[src/rtl/alif_cfg_pkg.sv]
// Shared configuration for the ALIF parameter loader: frame geometry, parameter word
// indices, reset defaults and the loader FSM state type.
package alif_cfg_pkg;

   localparam int unsigned N_PARAMS_DEFAULT = 4;

   localparam int unsigned P_THRESH    = 0;
   localparam int unsigned P_LEAK_FAST = 1;
   localparam int unsigned P_LEAK_SLOW = 2;
   localparam int unsigned P_ADAPT     = 3;

   localparam logic [31:0] DEFAULT_PARAMS = 32'h0804_0130;

   typedef enum logic [1:0] {
      IDLE  = 2'd0,
      SHIFT = 2'd1,
      CHECK = 2'd2
   } state_t;

   // Payload bytes plus one trailing XOR checksum byte
   function automatic int unsigned frame_bits(input int unsigned n_params);
      return 8 * (n_params + 1);
   endfunction

endpackage

[src/rtl/alif_param_loader_if.sv]
// Pin-side and neuron-side signals of the parameter loader, bundled for port connection.
interface alif_param_loader_if #(
   parameter int unsigned N_PARAMS = alif_cfg_pkg::N_PARAMS_DEFAULT
);

   logic                  load_mode;
   logic                  serial_data;
   logic [8*N_PARAMS-1:0] params_out;
   logic                  params_ready;
   logic                  load_error;
   logic                  neuron_hold;

   modport master (
      output load_mode, serial_data,
      input  params_out, params_ready, load_error, neuron_hold
   );

   modport slave (
      input  load_mode, serial_data,
      output params_out, params_ready, load_error, neuron_hold
   );

endinterface

[src/rtl/alif_sync_ff.sv]
// N-stage flop synchroniser for an asynchronous single-bit pin.
module alif_sync_ff #(
   parameter int unsigned STAGES = 2
) (
   input  logic clk,
   input  logic rst_n,
   input  logic d,
   output logic q
);

   logic [STAGES-1:0] pipe;

   always_ff @(posedge clk or negedge rst_n) begin
      if (!rst_n) begin
         pipe <= '0;
      end else begin
         pipe <= STAGES'({pipe, d});
      end
   end

   assign q = pipe[STAGES-1];

endmodule

[src/rtl/alif_param_loader.sv]
// Deserialises a checksummed parameter frame from the load_mode/serial_data pins and
// commits it atomically to the neuron core, holding the neuron while a load is in flight.
module alif_param_loader
   import alif_cfg_pkg::*;
#(
   parameter int unsigned           N_PARAMS       = N_PARAMS_DEFAULT,
   parameter logic [8*N_PARAMS-1:0] DEFAULT_PARAMS = (8*N_PARAMS)'(alif_cfg_pkg::DEFAULT_PARAMS),
   parameter int unsigned           SYNC_STAGES    = 2
) (
   input logic                clk,
   input logic                rst_n,
   alif_param_loader_if.slave bus
);

   localparam int unsigned FRAME_BITS = frame_bits(N_PARAMS);
   localparam int unsigned PW         = 8 * N_PARAMS;
   localparam int unsigned CW         = $clog2(FRAME_BITS + 2);

   logic lm_s;
   logic sd_s;
   logic lm_q;

   state_t               state,   state_nx;
   logic [FRAME_BITS-1:0] sr,      sr_nx;
   logic [CW-1:0]        bit_cnt, cnt_nx;
   logic [7:0]           xor_acc, xor_nx;
   logic [PW-1:0]        params,  params_nx;
   logic                 ready,   ready_nx;
   logic                 err,     err_nx;
   logic                 hold,    hold_nx;

   logic [PW-1:0]        frame_words;
   logic                 frame_ok;

   alif_sync_ff #(.STAGES(SYNC_STAGES)) u_sync_lm (
      .clk   (clk),
      .rst_n (rst_n),
      .d     (bus.load_mode),
      .q     (lm_s)
   );

   alif_sync_ff #(.STAGES(SYNC_STAGES)) u_sync_sd (
      .clk   (clk),
      .rst_n (rst_n),
      .d     (bus.serial_data),
      .q     (sd_s)
   );

   // First-received byte sits at the top of the shift register and maps to word 0
   always_comb begin
      frame_words = '0;
      for (int i = 0; i < int'(N_PARAMS); i++) begin
         frame_words[8*i +: 8] = sr[FRAME_BITS-1-8*i -: 8];
      end
   end

   assign frame_ok = (bit_cnt == CW'(FRAME_BITS)) && (xor_acc == 8'h00);

   always_ff @(posedge clk or negedge rst_n) begin
      if (!rst_n) begin
         state   <= IDLE;
         lm_q    <= 1'b0;
         sr      <= '0;
         bit_cnt <= '0;
         xor_acc <= '0;
         params  <= DEFAULT_PARAMS;
         ready   <= 1'b0;
         err     <= 1'b0;
         hold    <= 1'b0;
      end else begin
         state   <= state_nx;
         lm_q    <= lm_s;
         sr      <= sr_nx;
         bit_cnt <= cnt_nx;
         xor_acc <= xor_nx;
         params  <= params_nx;
         ready   <= ready_nx;
         err     <= err_nx;
         hold    <= hold_nx;
      end
   end

   always_comb begin
      state_nx  = state;
      sr_nx     = sr;
      cnt_nx    = bit_cnt;
      xor_nx    = xor_acc;
      params_nx = params;
      ready_nx  = ready;
      err_nx    = err;
      hold_nx   = hold;

      case (state)
         IDLE: begin
            if (lm_s && !lm_q) begin
               sr_nx    = FRAME_BITS'(sd_s);
               cnt_nx   = CW'(1);
               xor_nx   = 8'h00;
               state_nx = SHIFT;
               hold_nx  = 1'b1;
               ready_nx = 1'b0;
               err_nx   = 1'b0;
            end
         end

         SHIFT: begin
            if (!lm_s) begin
               state_nx = CHECK;
            end else if (bit_cnt < CW'(FRAME_BITS)) begin
               sr_nx  = {sr[FRAME_BITS-2:0], sd_s};
               cnt_nx = bit_cnt + CW'(1);
               // Fold each byte into the checksum as its last bit arrives
               if (bit_cnt[2:0] == 3'd7) begin
                  xor_nx = xor_acc ^ {sr[6:0], sd_s};
               end
            end else if (bit_cnt == CW'(FRAME_BITS)) begin
               cnt_nx = CW'(FRAME_BITS + 1);
            end
         end

         CHECK: begin
            state_nx = IDLE;
            hold_nx  = 1'b0;
            if (frame_ok) begin
               params_nx = frame_words;
               ready_nx  = 1'b1;
               err_nx    = 1'b0;
            end else begin
               ready_nx  = 1'b0;
               err_nx    = 1'b1;
            end
         end

         default: begin
            state_nx = IDLE;
         end
      endcase
   end

   assign bus.params_out   = params;
   assign bus.params_ready = ready;
   assign bus.load_error   = err;
   assign bus.neuron_hold  = hold;

endmodule
[src/flat_wrapper.sv]
// flat-port wrapper written by rule: the top's interface ports become plain ports
module alif_param_loader_flat import alif_cfg_pkg::*;
#(
   parameter int unsigned           N_PARAMS       = N_PARAMS_DEFAULT,
   parameter logic [8*N_PARAMS-1:0] DEFAULT_PARAMS = (8*N_PARAMS)'(alif_cfg_pkg::DEFAULT_PARAMS),
   parameter int unsigned           SYNC_STAGES    = 2
)
  (clk, rst_n, bus_load_mode, bus_serial_data, bus_params_out, bus_params_ready, bus_load_error, bus_neuron_hold);
  alif_param_loader_if #(.N_PARAMS(N_PARAMS)) bus_i ();
  input logic clk;
  input logic rst_n;
  input wire logic [$bits(bus_i.load_mode)-1:0] bus_load_mode;
  input wire logic [$bits(bus_i.serial_data)-1:0] bus_serial_data;
  output wire logic [$bits(bus_i.params_out)-1:0] bus_params_out;
  output wire logic [$bits(bus_i.params_ready)-1:0] bus_params_ready;
  output wire logic [$bits(bus_i.load_error)-1:0] bus_load_error;
  output wire logic [$bits(bus_i.neuron_hold)-1:0] bus_neuron_hold;
  assign bus_i.load_mode = bus_load_mode;
  assign bus_i.serial_data = bus_serial_data;
  assign bus_params_out = bus_i.params_out;
  assign bus_params_ready = bus_i.params_ready;
  assign bus_load_error = bus_i.load_error;
  assign bus_neuron_hold = bus_i.neuron_hold;
  alif_param_loader #(.N_PARAMS(N_PARAMS), .DEFAULT_PARAMS(DEFAULT_PARAMS), .SYNC_STAGES(SYNC_STAGES)) u_core (.clk(clk), .rst_n(rst_n), .bus(bus_i));
endmodule
[config.mk]
export PLATFORM = sky130hd
export DESIGN_NAME = alif_param_loader_flat
export DESIGN_NICKNAME = d
export VERILOG_FILES = /design/src/rtl/alif_cfg_pkg.sv /design/src/rtl/alif_param_loader_if.sv /design/src/rtl/alif_sync_ff.sv /design/src/rtl/alif_param_loader.sv /design/src/flat_wrapper.sv
export SDC_FILE = /design/constraint.sdc
export NUM_CORES = 1
export LEC_CHECK = 0
export CORE_ASPECT_RATIO = 1.2
export CORE_MARGIN = 1.5
export CORE_UTILIZATION = 50
export DETAILED_ROUTE_END_ITERATION = 8
export PLACE_DENSITY = 0.72
export SETUP_SLACK_MARGIN = 0.4
export SLEW_MARGIN = 5
export SYNTH_ARGS = -nofsm -noshare
export SYNTH_HDL_FRONTEND = slang
export SYNTH_SLANG_ARGS = --single-unit
[constraint.sdc]
create_clock -name clk -period 1.9 [get_ports clk]
set_input_delay 0.19 -clock clk [delete_from_list [all_inputs] [get_ports clk]]
set_output_delay 0.19 -clock clk [all_outputs]
set_load 0.02 [all_outputs]
[Word level (Yosys, flattened, before mapping)]
Index checks and enable logic that the tools add are counted.
Cells by class
  reduce and logical (&&, ||, !) cells: 13
  equal/unequal tests: 10
  bitwise logic cells: 1
  $add $sub $neg: 1
  mux-type cells: 24
  magnitude comparators: 1
Operator list (count)
  $mux 40: 3
  $pmux 40 s2: 1
  $mux 8: 4
  $mux 6: 4
  $pmux 8 s2: 1
  $pmux 6 s2: 1
  $logic_not 8->1: 1
  $reduce_and 4->1: 2
  $xor 8x8->8: 1
  $add 6x1->6 const B: 1
  $eq 6x6->1 const B: 1
  $lt 6x6->1 const B: 1
  $ne 2x1->1 const B: 3
  $pmux 1 s2: 3
  $reduce_and 2->1: 3
  $reduce_and 5->1: 1
  $mux 1: 4
  $mux 2: 2
  $ne 2x2->1 const B: 2
  $pmux 2 s2: 1
  $reduce_bool 2->1: 2
  $eq 3x3->1 const B: 1
  $ne 3x1->1 const B: 1
  $eq 2x1->1 const B: 1
  other kinds (4): 5
Word-level totals
  input port bits: 4
  bits in registers: 96
  output and inout port bits: 35

[Logic depth before layout (Yosys ltp)]
  depth after elaboration: 5
  depth in mapped cells: 6

[Hierarchy]
Synthesis repeated with hierarchy kept, for this count alone.
Second synthesis, totals
  cell total of the unflattened synthesis: 266
  area, all modules: 3823.7 µm²
Modules (own cells, without submodules)
  alif_param_loader: instances 1, area an instance 3723.6 µm², cells each 262
  alif_sync_ff: instances 2, area an instance 50.0 µm², cells each 2

[Least setup slack after synthesis]
OpenSTA, ideal clock, no wires.
  path kind: flip-flop to flip-flop
  start: reg u_core.bit_cnt[0]
  end: reg u_core.params[0], in the netlist u_core.bus.params_out[0]
  data arrival time: 1.578 ns
  slack: 0.197 ns
  required time: 1.775 ns
  clock period less this slack: 1.703 ns
  library setup time: 0.125 ns
  path buffers: 1
  cell stages (with the launch flop): 7
  cells stage by stage: dfrtp_1 -> inv_1 -> ha_1 -> nor3b_1 -> nand4_2 -> buf_6 -> mux2_4
Between the ends
  word-level cells in the longest chain between the ends: 3
RTL lines
  start, declared: RTL line alif_param_loader.sv:25  | logic [CW-1:0] bit_cnt, cnt_nx;
  start signal, assigned: RTL line alif_param_loader.sv:74  | bit_cnt <= cnt_nx;
  $eq 6x6->1: RTL line alif_param_loader.sv:57  | assign frame_ok = (bit_cnt == CW'(FRAME_BITS)) && (xor_acc == 8'h00);
  $logic_and 1x1->1: RTL line alif_param_loader.sv:57
  $reduce_and 2->1 (no source line)
  end signal, assigned: RTL line alif_param_loader.sv:76  | params <= params_nx;
  end, declared: RTL line alif_param_loader.sv:27  | logic [PW-1:0] params, params_nx;
Every way passes these cells.
A chain may end at the register's enable or synchronous reset.

[Worst setup path in the final report]
  start: reg u_core.bit_cnt[1]
  end: reg u_core.params[10], in the netlist u_core.bus.params_out[10]
The elaborated chain is that of the path after synthesis.

==> impl_metrics.yaml <==
synth:
  yosysSeqAreaShare_pct: 60.3
  synth.distinct_cells: 42
  async_flop_share_pct: 100
  yosys_warnings: 0
  syn_area_mm2: 0.00399
  ys_top_cells_by_count: "dfrtp_1 (91), a22o_1 (41), mux2_4 (28), inv_1 (12), buf_2 (9)"
  synth-main-ff-cell: "dfrtp_1"
  synth.most_common_cell: "dfrtp_1"
  yosys_register_bits: 96
  yosysTopAreaCell: "dfrtp_1"
  synth_area_leaders: "dfrtp_1 (57%), mux2_4 (11%), a22o_1 (9.0%), dfstp_2 (3.3%), a311o_1 (2.0%)"
  syn_nets: 283
  avgSynthCellArea_um2: 14.5
  synth_edf_count: 0
  synth_cells: 276
  netlist.area_leader.share_pct: 57.1
power_and_ir_drop:
  power_w: 0.00375
  power.leakage_nw: 2.42
  ir_drop_mv: 0.634
  power_density_mw_per_mm2: 778
die:
  core_area_mm2: 0.00771
  pin_count: 39
  dieArea_mm2: 0.00853
  initial_core_util_pct: 51.8
  rows: 35
  die_w_um: 84.6
  dieHeight_um: 101
critical_path:
  reg2reg_from: "u_core.bit_cnt[1]$_DFFE_PN0P_"
  r2r_cells: 6
  reg2reg_to: "u_core.bus.params_out[10]$_DFFE_PN0P_"
  cp_max_fo: 34
  cp-end-kind: "flop"
  cp-start-kind: "flop"
  r2r_slack_ns: 0.26
  worst-setup-path-type: "reg -> reg"
  required_ns: 2.14
  worstPathArrival_ns: 1.89
sta:
  fmax_ghz: 0.608
  fin_skew_ns: 0.00699
  setup-tns-final_ns: 0
  fin_crit_ns: 1.64
  slew_viol_final: 0
  rsz0062_at_grt: "yes"
  fin_crit_sh_pct: 86.5
  finalSetupViolCount: 0
  slew_headroom_pct: 69.5
  hold_slack_ns: 0.269
  hold_viol: 0
  worst_pin_slew_ns: 0.452
clocking:
  numCtsBuffers: 9
  cts-htree-levels: 3
  cts-root-buf: "clkbuf_8"
  cts_sinks: 96
  clk_pin_slew_ns: 0.10
  clockBufferDepth: 2
  cts_tree: "built"
  clock_latency_ns: 0.35
status:
  status: "finished, final reports clean"
layout:
  nNetsFinal: 333
  stdcell_area_mm2: 0.00482
  n_antenna_cell: 0
  areaGrowthSynthToFinish_pct: 20.7
  layoutNonFillerInstCount: 423
  nFillCells: 592
  drive_gt1_share_pct: 28.1
grt:
  grt_pass1_wl_mm: 12.5
  grt_max_degree: 35
  grt_pass1_vias: 2557
  antenna_found_initial: 0
  grt_use_total_pct: 18.7
  overflow: 0
place:
  portBuffers: 38
  dp_cells: 400
  gp_congestion: 0.873
  dp_hpwl_mm: 5.06
  place_area_mm2: 0.00456
drt:
  first_iter_violations: 152
  vias_per_cell: 5.83
  drcViolationCount: 0
  dr.pass1.iters: 4
  final_antenna_net_count: 0
  wl_mm: 7.43
  post_drt_wl_per_cell_um: 17.6
  num_vias: 2468
min_path:
  hold_path.class: "in -> async"
run:
  maxCapViolations: 0
area by class of cell:
type | count | area (um^2) | area share (%)
inverters | 12 | 45.0 | 0.935
well taps | 92 | 115 | 2.39
clock buffers | 9 | 124 | 2.57
flip-flops and latches | 96 | 2410 | 50.1
multi-input cells | 148 | 1520 | 31.5
clock inverters | 7 | 63.8 | 1.33
repair buffers | 59 | 538 | 11.2
critical path, stage by stage, from the launching register on:
cell     delay (ns)
dfrtp_1        0.43
inv_2          0.08
ha_4           0.12
nor3b_4        0.23
nand4_4        0.13
buf_12         0.22
mux2_4         0.31
per-stage QoR:
stage | setup WS [ns] | util (%)
2_1_floorplan | 0.311 | -
3_3_place_gp | 0.274 | 59.1
3_5_place_dp | 0.228 | 59.1
4_1_cts | 0.259 | 61.9
5_1_grt | 0.197 | 62.5
6_report | 0.256 | 62.5
sequential cells by signal, summed over array words and instances (netlist names):
register	cells
u_core.bit_cnt	6
u_core.bus.params_out	32
u_core.bus.params_ready	1
u_core.bus.neuron_hold	1
u_core.u_sync_sd.pipe	2
u_core.sr	40
u_core.xor_acc	8
u_core.bus.load_error	1
u_core.lm_q	1
u_core.u_sync_lm.pipe	2
u_core.state	2
where the power goes:
part | internal (W) | total [W] | switching [W]
Clock | 0.000503 | 0.00125 | 0.000745
Sequential | 0.00209 | 0.00216 | 0.0000641
Combinational | 0.000149 | 0.000338 | 0.000189
Total | 0.00275 | 0.00375 | 0.000998
what timing repair did:
item	4_1_cts	5_1_grt
gates resized for setup	46	5
gates cloned	0	0
hold buffers	1	0
endpoints found under the setup margin	119	75
pin swaps	1	0
buffers inserted	2	4
endpoints found under the hold margin	21	0
worst max-delay path by stage:
stage	endpoint	cells after the start	from
2_1_floorplan	u_core.bus.params_out[0]$_DFFE_PN0P_	6	u_core.bit_cnt[1]$_DFFE_PN0P_
3_3_place_gp	u_core.sr[21]$_DFFE_PN0P_	4	u_core.bit_cnt[4]$_DFFE_PN0P_
3_5_place_dp	u_core.sr[27]$_DFFE_PN0P_	4	u_core.bit_cnt[4]$_DFFE_PN0P_
4_1_cts	u_core.bus.params_out[10]$_DFFE_PN0P_	6	u_core.bit_cnt[1]$_DFFE_PN0P_
5_1_grt	u_core.bus.params_out[10]$_DFFE_PN0P_	6	u_core.bit_cnt[1]$_DFFE_PN0P_
6_report	u_core.bus.params_out[10]$_DFFE_PN0P_	6	u_core.bit_cnt[1]$_DFFE_PN0P_
placed cells by master (no fill, tap or decap), types with 2 or more instances in the layout:
cell             instances
a2bb2oi_1                2
dfrtp_2                  4
dfrtp_1                 87
clkinvlp_4               2
mux2_4                  29
clkbuf_8                 9
buf_4                   15
mux2_2                   4
buf_12                   2
a311o_1                  8
inv_8                    2
nand4_1                  8
inv_2                    2
o211ai_1                 8
inv_1                   10
buf_6                    3
nor4bb_1                 8
nand2b_1                 5
nor2_1                   2
dlygate4sd2_1           35
clkdlybuf4s50_1          2
nor3_1                   2
clkinv_4                 2
a22o_1                  41
o21ai_0                  3
dfstp_2                  5
nor2b_2                  2
metal layers:
layer / track usage, % / up-vias / share of wire [%]
li1: - / 1151 / -
met1: 25.2 / 1261 / 47
met2: 28.9 / 46 / 49
met3: 4.59 / 10 / 3.1
met4: 8.31 / 0 / 1.7
met5: 0 / - / 0
cells by family after synthesis:
logic type | synth area share (%)
buffers and inverters | 3.86
DFF | 60.3
AOI/OAI and AO/OA | 15.2
and+or+nand+nor | 7.46
adders and majority gates | 0.941
muxes | 12.2
Note: power is estimated with default switching activity, not from simulation.
